File: src/rtl/bnn_pkg.sv
// bnn_pkg: shared loader state encoding, default image/weight sizes and bank-select constants
package bnn_pkg;
  typedef enum logic [1:0] {IDLE, PIX, WGT, DONE} state_t;
  localparam int DEF_PIX_BYTES = 98;
  localparam int DEF_WGT_BYTES = 128;
  localparam logic SEL_PIX = 1'b0;
  localparam logic SEL_WGT = 1'b1;
endpackage

File: src/rtl/sync_edge.sv
// sync_edge: two-flop synchronizer plus history flop for the byte strobe, with din delayed alongside
//   clk, rst_n : clock, synchronous active-low reset
//   strobe, din: asynchronous strobe pin and its byte bus
//   rise, data : one-cycle rising-edge flag and the byte aligned with it
module sync_edge (
  input  logic       clk,
  input  logic       rst_n,
  input  logic       strobe,
  input  logic [7:0] din,
  output logic       rise,
  output logic [7:0] data
);
  logic s1, s2, s3;
  logic [7:0] d1, d2;
  always_ff @(posedge clk) begin
    if (!rst_n) begin
      {s1, s2, s3} <= '0;
      d1 <= '0;
      d2 <= '0;
    end else begin
      {s1, s2, s3} <= {strobe, s1, s2};
      d1 <= din;
      d2 <= d1;
    end
  end
  assign rise = s2 & ~s3;
  assign data = d2;
endmodule

File: src/rtl/bnn_loader.sv
// bnn_loader: streams strobed bytes into the pixel bank, then the weight bank, then reports done
//   clk, rst_n      : clock, synchronous active-low reset
//   load_en         : top FSM is in LOAD
//   strobe, din     : asynchronous byte strobe and byte bus
//   wr_en/sel/addr/data : one-cycle register-file write (sel 0 pixels, 1 weights)
//   load_done       : all bytes written; overrun: sticky strobe-while-not-accepting
module bnn_loader
  import bnn_pkg::*;
#(
  parameter int N_PIX_BYTES = DEF_PIX_BYTES,
  parameter int N_WGT_BYTES = DEF_WGT_BYTES
) (
  input  logic       clk,
  input  logic       rst_n,
  input  logic       load_en,
  input  logic       strobe,
  input  logic [7:0] din,
  output logic       wr_en,
  output logic       wr_sel,
  output logic [7:0] wr_addr,
  output logic [7:0] wr_data,
  output logic       load_done,
  output logic       overrun
);
  if (N_PIX_BYTES < 1 || N_PIX_BYTES > 256 || N_WGT_BYTES < 1 || N_WGT_BYTES > 256) begin : g_bad_param
    $error("bnn_loader: N_PIX_BYTES and N_WGT_BYTES must be in 1..256");
  end
  state_t state, next_state;
  logic [7:0] count;
  logic rise, accept, last, miss;
  logic [7:0] data;
  sync_edge u_sync (.clk(clk), .rst_n(rst_n), .strobe(strobe), .din(din), .rise(rise), .data(data));
  // an edge arriving as load_en falls is dropped silently, neither written nor flagged
  always_comb begin
    accept = rise && load_en && (state == PIX || state == WGT);
    miss = rise && (state == IDLE || (state == DONE && load_en));
    last = count == (state == WGT ? 8'(N_WGT_BYTES - 1) : 8'(N_PIX_BYTES - 1));
    next_state = state;
    unique case (state)
      IDLE: next_state = load_en ? PIX : IDLE;
      PIX: next_state = !load_en ? IDLE : (accept && last) ? WGT : PIX;
      WGT: next_state = !load_en ? IDLE : (accept && last) ? DONE : WGT;
      DONE: next_state = load_en ? DONE : IDLE;
      default: next_state = IDLE;
    endcase
  end
  always_ff @(posedge clk) begin
    if (!rst_n) begin
      state <= IDLE;
      count <= '0;
      wr_en <= 1'b0;
      wr_sel <= SEL_PIX;
      wr_addr <= '0;
      wr_data <= '0;
      load_done <= 1'b0;
      overrun <= 1'b0;
    end else begin
      state <= next_state;
      wr_en <= accept;
      if (accept) begin
        wr_sel <= state == WGT ? SEL_WGT : SEL_PIX;
        wr_addr <= count;
        wr_data <= data;
      end
      count <= (state == IDLE || (accept && last)) ? 8'd0 : accept ? count + 8'd1 : count;
      // registered from DONE so it rises the cycle after the final write and drops with the exit
      load_done <= state == DONE && load_en;
      overrun <= overrun | miss;
    end
  end
endmodule

File: config.mk
export PLATFORM = sky130hd
export DESIGN_NAME = bnn_loader
export DESIGN_NICKNAME = d
export VERILOG_FILES = /design/src/rtl/bnn_pkg.sv /design/src/rtl/sync_edge.sv /design/src/rtl/bnn_loader.sv
export SDC_FILE = /design/constraint.sdc
export NUM_CORES = 1
export LEC_CHECK = 0
export ABC_AREA = 1
export CAP_MARGIN = 30
export CORE_ASPECT_RATIO = 1.5
export CORE_MARGIN = 2
export CORE_UTILIZATION = 50
export DETAILED_ROUTE_END_ITERATION = 8
export MAX_ROUTING_LAYER = met4
export PLACE_DENSITY = 0.86
export SYNTH_ARGS = -nofsm -noshare
export SYNTH_HDL_FRONTEND = slang
export SYNTH_SLANG_ARGS = --single-unit
export TNS_END_PERCENT = 10
File: constraint.sdc
create_clock -name clk -period 1.7 [get_ports clk]
set_clock_uncertainty 0.1 [all_clocks]
set_input_delay 0.17 -clock clk [delete_from_list [all_inputs] [get_ports clk]]
set_output_delay 0.17 -clock clk [all_outputs]
set_load 0.1 [all_outputs]
# Word level (Yosys, flattened, before mapping)
# Cells that the tools add are included.
# word_totals
mem_bits_ro,0
ff_bits,49
mem_bits_rw,0
output_inout_bits,20
latchBits,0
mem_count,0
# classes
n_reduce_logical,10
bitwise,4
n_mux,9
magnitude_cmp,0
mul,0
eq_ne,4
addsub,1
n_shift,0
n_div,0
# op_table
operator,count
8-bit by 1-bit adder with 8-bit output (second input constant),1
8-bit by 7-bit == test with 1-bit output,1
2-bit 2-to-1 mux,4
2-bit one-hot mux with 4 select lines,1
1-bit logical AND,5
5-bit 2-to-1 mux,1
2-bit == test (second input constant),2
1-bit logical OR,3
1-bit 2-to-1 mux,3
2-bit by 1-bit == test with 1-bit output (second input constant),1
2-bit logical NOT,1
1-bit NOT,2
2-bit OR reduction,1
1-bit AND,1
1-bit bitwise OR,1

# Longest topological paths before layout
# Gate-level depths: netlist of run 1.
# logic_depth
ltp_word,8
depth_mapped,10

# Hierarchy
# Synthesis of run 1 repeated with hierarchy kept, for this count alone.
# unflattened
hier_cells,233
area_unflattened_um2,1869.3
# modules_own_cells
module,area_per_inst_um2,instances,seq_area_each_um2,cells_each
bnn_loader,1305.0,1,600.6,172
sync_edge,564.3,1,380.4,61

# Least setup slack after synthesis of run 1
# No wires, ideal clock.
# synth_path
path_type,register -> register
from,register state[0]
to,register wr_addr[1]
setup_ns,0.117
period_less_slack_ns,1.499
t_required_ns,1.483
path_buffers,1
path_stages_with_launch,10
path_slack_ns,0.201
t_arrival_ns,1.282
path_cell_list,dfxtp_1 -> inv_1 -> ha_1 -> nand2_1 -> inv_2 -> nand2_4 -> clkinv_2 -> buf_4 -> nor2_1 -> nor2_1
# synth_between
elab_chain_len,3
word_cells_on_any_way,4
classes_between,2 x eq/ne; 2 x reduce/logical
# synth_lines
item,line_no,text
start: declaration,bnn_loader.sv:28,"state_t state, next_state;"
start signal: assignment,bnn_loader.sv:58,state <= next_state;
2-bit by 1-bit == test with 1-bit output / 2-bit == test (equally long branches),bnn_loader.sv:35,accept = rise && load_en && (state == PIX || state == WGT);
1-bit logical OR (*),bnn_loader.sv:35,
1-bit logical AND (*),bnn_loader.sv:35,
end signal: assignment,bnn_loader.sv:62,wr_addr <= count;
end: declaration,bnn_loader.sv:20,"output logic [7:0] wr_addr,"
# Every way passes the cells marked *; elsewhere a longest branch is shown, timed or not.
# A chain may end at the register's enable or synchronous reset.

# Worst setup path in the final report of run 1
# layout_path
from,register state[0]
to,register count[2]
# layout_between
elab_chain_len,6
word_cells_on_any_way,10
classes_between,3 x eq/ne; 1 x mux; 6 x reduce/logical
# layout_lines
item,line_no,text
2-bit == test / 2-bit by 1-bit == test with 1-bit output (equally long branches),"bnn_loader.sv:35, bnn_loader.sv:37",
5-bit 2-to-1 mux / 1-bit logical OR (equally long branches),"bnn_loader.sv:37, bnn_loader.sv:35",
8-bit by 7-bit == test with 1-bit output / 1-bit logical AND (equally long branches),"bnn_loader.sv:37, bnn_loader.sv:35",
1-bit logical AND,bnn_loader.sv:65,count <= (state == IDLE || (accept && last)) ? 8'd0 : accept ? count + 8'd1 : count;
1-bit logical OR,bnn_loader.sv:65,
2-bit OR reduction (no source line),n/a,
end signal: assignment,bnn_loader.sv:65,
end: declaration,bnn_loader.sv:29,logic [7:0] count;
# Several ways; a longest one is shown, not always the timed one.

==> reports/metrics.csv, run 1 <==
stage;metric;value;unit
outcome;outcome;finished clean;
finish;layout-drive-gt1-share;21.1;%
routing;first_pass_iters;4;
global_routing;grt_max_degree;35;
die;rows;27;
setup_path;path_class;reg -> reg;
clocking;h-tree-depth;2;
synthesis;async_reset_ff_share;0;%
synthesis;synthesis.instances;224;
sta;timing.final.crit_share;96.1;%
setup_path;cp-end-kind;flip-flop;
finish;multiInputGateArea;711;µm²
clocking;cts_buffers;5;
synthesis;synth-simple-area-share;24.5;%
synthesis;synth_top_area_share;52.9;%
global_routing;grt_pass1_wl;6070;µm
sta;min_period;1.63;ns
hold_path;hold_class;in -> reg;
setup_path;max_stage_delay;0.36;ns
clocking;cts.sinks;49;
synthesis;synthXorXnorAreaFrac;0.945;%
routing;ant_nets;0;
job;cap_violations;0;
clocking;clk_pin_slew;0.09;ns
clocking;cts_tree;built;
clocking;clock_latency;0.30;ns
place;gp_congestion;0.910;
power;p_switching;526;µW
sta;rsz0062_at_grt;yes;
finish;n_fill_cell;248;
routing;routed_wl;3780;µm
synthesis;syn_area;0.00185;mm²
sta;setup_viol;0;
synthesis;avgSynthCellArea;8.27;µm²
clocking;cts_buffer_depth;2;
power;vdd.ir_drop.worst;0.000856;V
routing;via_per_inst;4.84;
synthesis;synth_top_family_by_area;simple AND/OR/NAND/NOR gates;
global_routing;overflow;0;
sta;clock.fmax;612;MHz
die;die_area;0.00422;mm²
die;chipHeight;78.6;µm
synthesis;muxShareOfSynthArea;0;%
synthesis;synth.largest_area_cell;dfxtp_1;
finish;area_growth;37.9;%
power;power_frac_seq;57.4;%
global_routing;grt.total_usage;20.4;%
finish;layout.nets;281;
synthesis;syn-num-nets;241;
power;p_sw_share;25.4;%
finish;final_area;0.00255;mm²
die;die_w;53.7;µm
clocking;root_buffer;clkbuf_8;
synthesis;synth_compound_area_share;9.12;%
die;ios;32;
synthesis;synth_edf_count;0;
sta;hold_viol_final;0;
setup_path;crit_required;1.79;ns
setup_path;crit_arrival;1.72;ns
clocking;cts-hold-fix-buffers;0;
global_routing;antenna_found_initial;0;
die;core;0.00361;mm²
routing;drc;0;
routing;drt_iter0_markers;33;
power;pwr_density_cell;813;mW/mm²
power;p_clk_share;33.5;%
finish;diodes;0;
die;start_util;51.3;%
setup_path;cp_max_fo;7;
global_routing;grt_pass1_vias;1459;
setup_path;cp_slowest_cell;dfxtp_2;
synthesis;synthTopCellsByArea;dfxtp_1 53%, nor2_1 8.5%, nand2_1 7.9%, inv_1 6.5%, o21ai_0 4.9%;
routing;wl_per_cell;12.3;µm
place;port_buffers;31;
synthesis;synth_warnings;0;
finish;layout_commonest_cell;dfxtp_1;
place;post_dp_cell_area;0.00242;mm²
synthesis;synthAdderAreaFrac;3.38;%
sta;slew_viol_final;0;
synthesis;seq_area_frac_synth;52.9;%
synthesis;synth_ff_type;dfxtp_1;
sta;worst_pin_slew;0.344;ns
finish;fin_util;70.7;%
finish;area.sequential;983;µm²
power;p_leak;1.14;nW
power;pwr-share-comb;9.1;%
sta;fin_hold_ws;0.285;ns
setup_path;crit_chain;inv_1 -> ha_1 -> nand2_1 -> inv_2 -> nand3_4 -> nor2_4 -> nand2_2 -> nand2_4 -> nor3b_2;
power;power.internal;1.55;mW
synthesis;ys_ff_latch;49;
sta;maxSlewHeadroom;77.0;%
setup_path;start_kind;flip-flop;
routing;vias;1491;
finish;final_cell_mix;47 x dfxtp_1, 42 x nor2_1, 38 x nand2_1;
place;dp_hpwl;2640;µm
synthesis;synth.distinct_cells;29;
## final cells by class
class,count,share of cell area [%]
Tap cell,43,2.11
Sequential cell,49,38.5
Multi-Input combinational cell,134,27.8
Clock buffer,5,2.69
Timing Repair Buffer,40,22.6
Clock inverter,3,0.979
Inverter,34,5.29
## synth_stat cells (all sizes together) (2+ instances only)
cell    count
a21oi       7
dfxtp      49
nor3        2
a211oi      2
ha          5
inv        33
clkbuf      3
nand2      41
buf         4
nor2       46
nand3       7
o21ai      18
## critical path, delay by kind of cell, from the launching register on
kind	cells	cell delay, ns
and+or+nand+nor	6	0.63
DFF	1	0.36
adders and majority gates	1	0.28
buffers and inverters	2	0.16
## metrics by stage
| stage | std cells | setup TNS, ns | total power [mW] | worst slack, ns |
|---|---|---|---|---|
| global placement | 297 | 0 | 1.40 | 0.0542 |
| floorplan | 224 | 0 | 1.32 | 0.201 |
| detailed placement | 297 | -0.0279 | 1.40 | -0.0156 |
| global route | 308 | -0.0472 | 2.15 | -0.0280 |
| finish | 308 | 0 | 2.08 | 0.0655 |
| CTS | 305 | 0 | 2.08 | 0.0277 |
## worst paths after layout
path | end | slack [ns] | startpoint | depth (start not counted)
min | u_sync.d1[2] | 0.29 | din[2] | 3
max | count[2] | 0.07 | state[0] | 9
min reg2reg | u_sync.data[7] | 0.32 | u_sync.d1[7] | 2
max reg2reg | count[2] | 0.07 | state[0] | 9
## logic make-up (layout without fill, tap and decap cells)
| group | count (synthesis) | count (layout) |
|---|---|---|
| and+or+nand+nor | 98 | 98 |
| buffers and inverters | 41 | 82 |
| xor gates and xnor gates | 2 | 2 |
| AOI/OAI and AO/OA | 29 | 29 |
| adders and majority gates | 5 | 5 |
| DFF | 49 | 49 |
## power by group through the flow
stage / Clock (mW) / Combinational, mW / Sequential (mW)
floorplan: 0 / 0.0647 / 1.26
global placement: 0 / 0.179 / 1.22
detailed placement: 0 / 0.185 / 1.22
CTS: 0.700 / 0.186 / 1.19
global route: 0.753 / 0.202 / 1.19
finish: 0.696 / 0.188 / 1.19
## per-layer routing
metal / part of all wire (%) / track usage (%) / vias up
met5: 0 / - / -
met4: 1.8 / 9.49 / 0
met1: 38 / 20.9 / 682
met2: 56 / 35.2 / 41
met3: 3.6 / 4.56 / 6
li1: - / - / 762
## flip-flops by register name (all words and copies together) (netlist names), 2 cells and up
| signal | flops |
|---|---|
| u_sync.d1 | 8 |
| count | 8 |
| wr_addr | 8 |
| u_sync.data | 8 |
| wr_data | 8 |
| state | 2 |
## timing repair
| action | in CTS | in global routing |
|---|---|---|
| setup buffers | 0 | 3 |
| pin swaps | 0 | 2 |
| gates resized for setup | 1 | 7 |
| endpoints found under the setup margin | 11 | 21 |
No activity file was read; power rests on OpenSTA's default activity.
==> run 2: changes to the inputs <==
- CAP_MARGIN: 30 -> 20
==> results of run 2 <==
Same layout as run 1: the final DEF is identical, and so are final timing and power.
==> run 3: changes to the inputs <==
- HOLD_SLACK_MARGIN: not set -> 0.15
==> results of run 3 <==
Same layout as run 1: the final DEF is identical, and so are final timing and power.
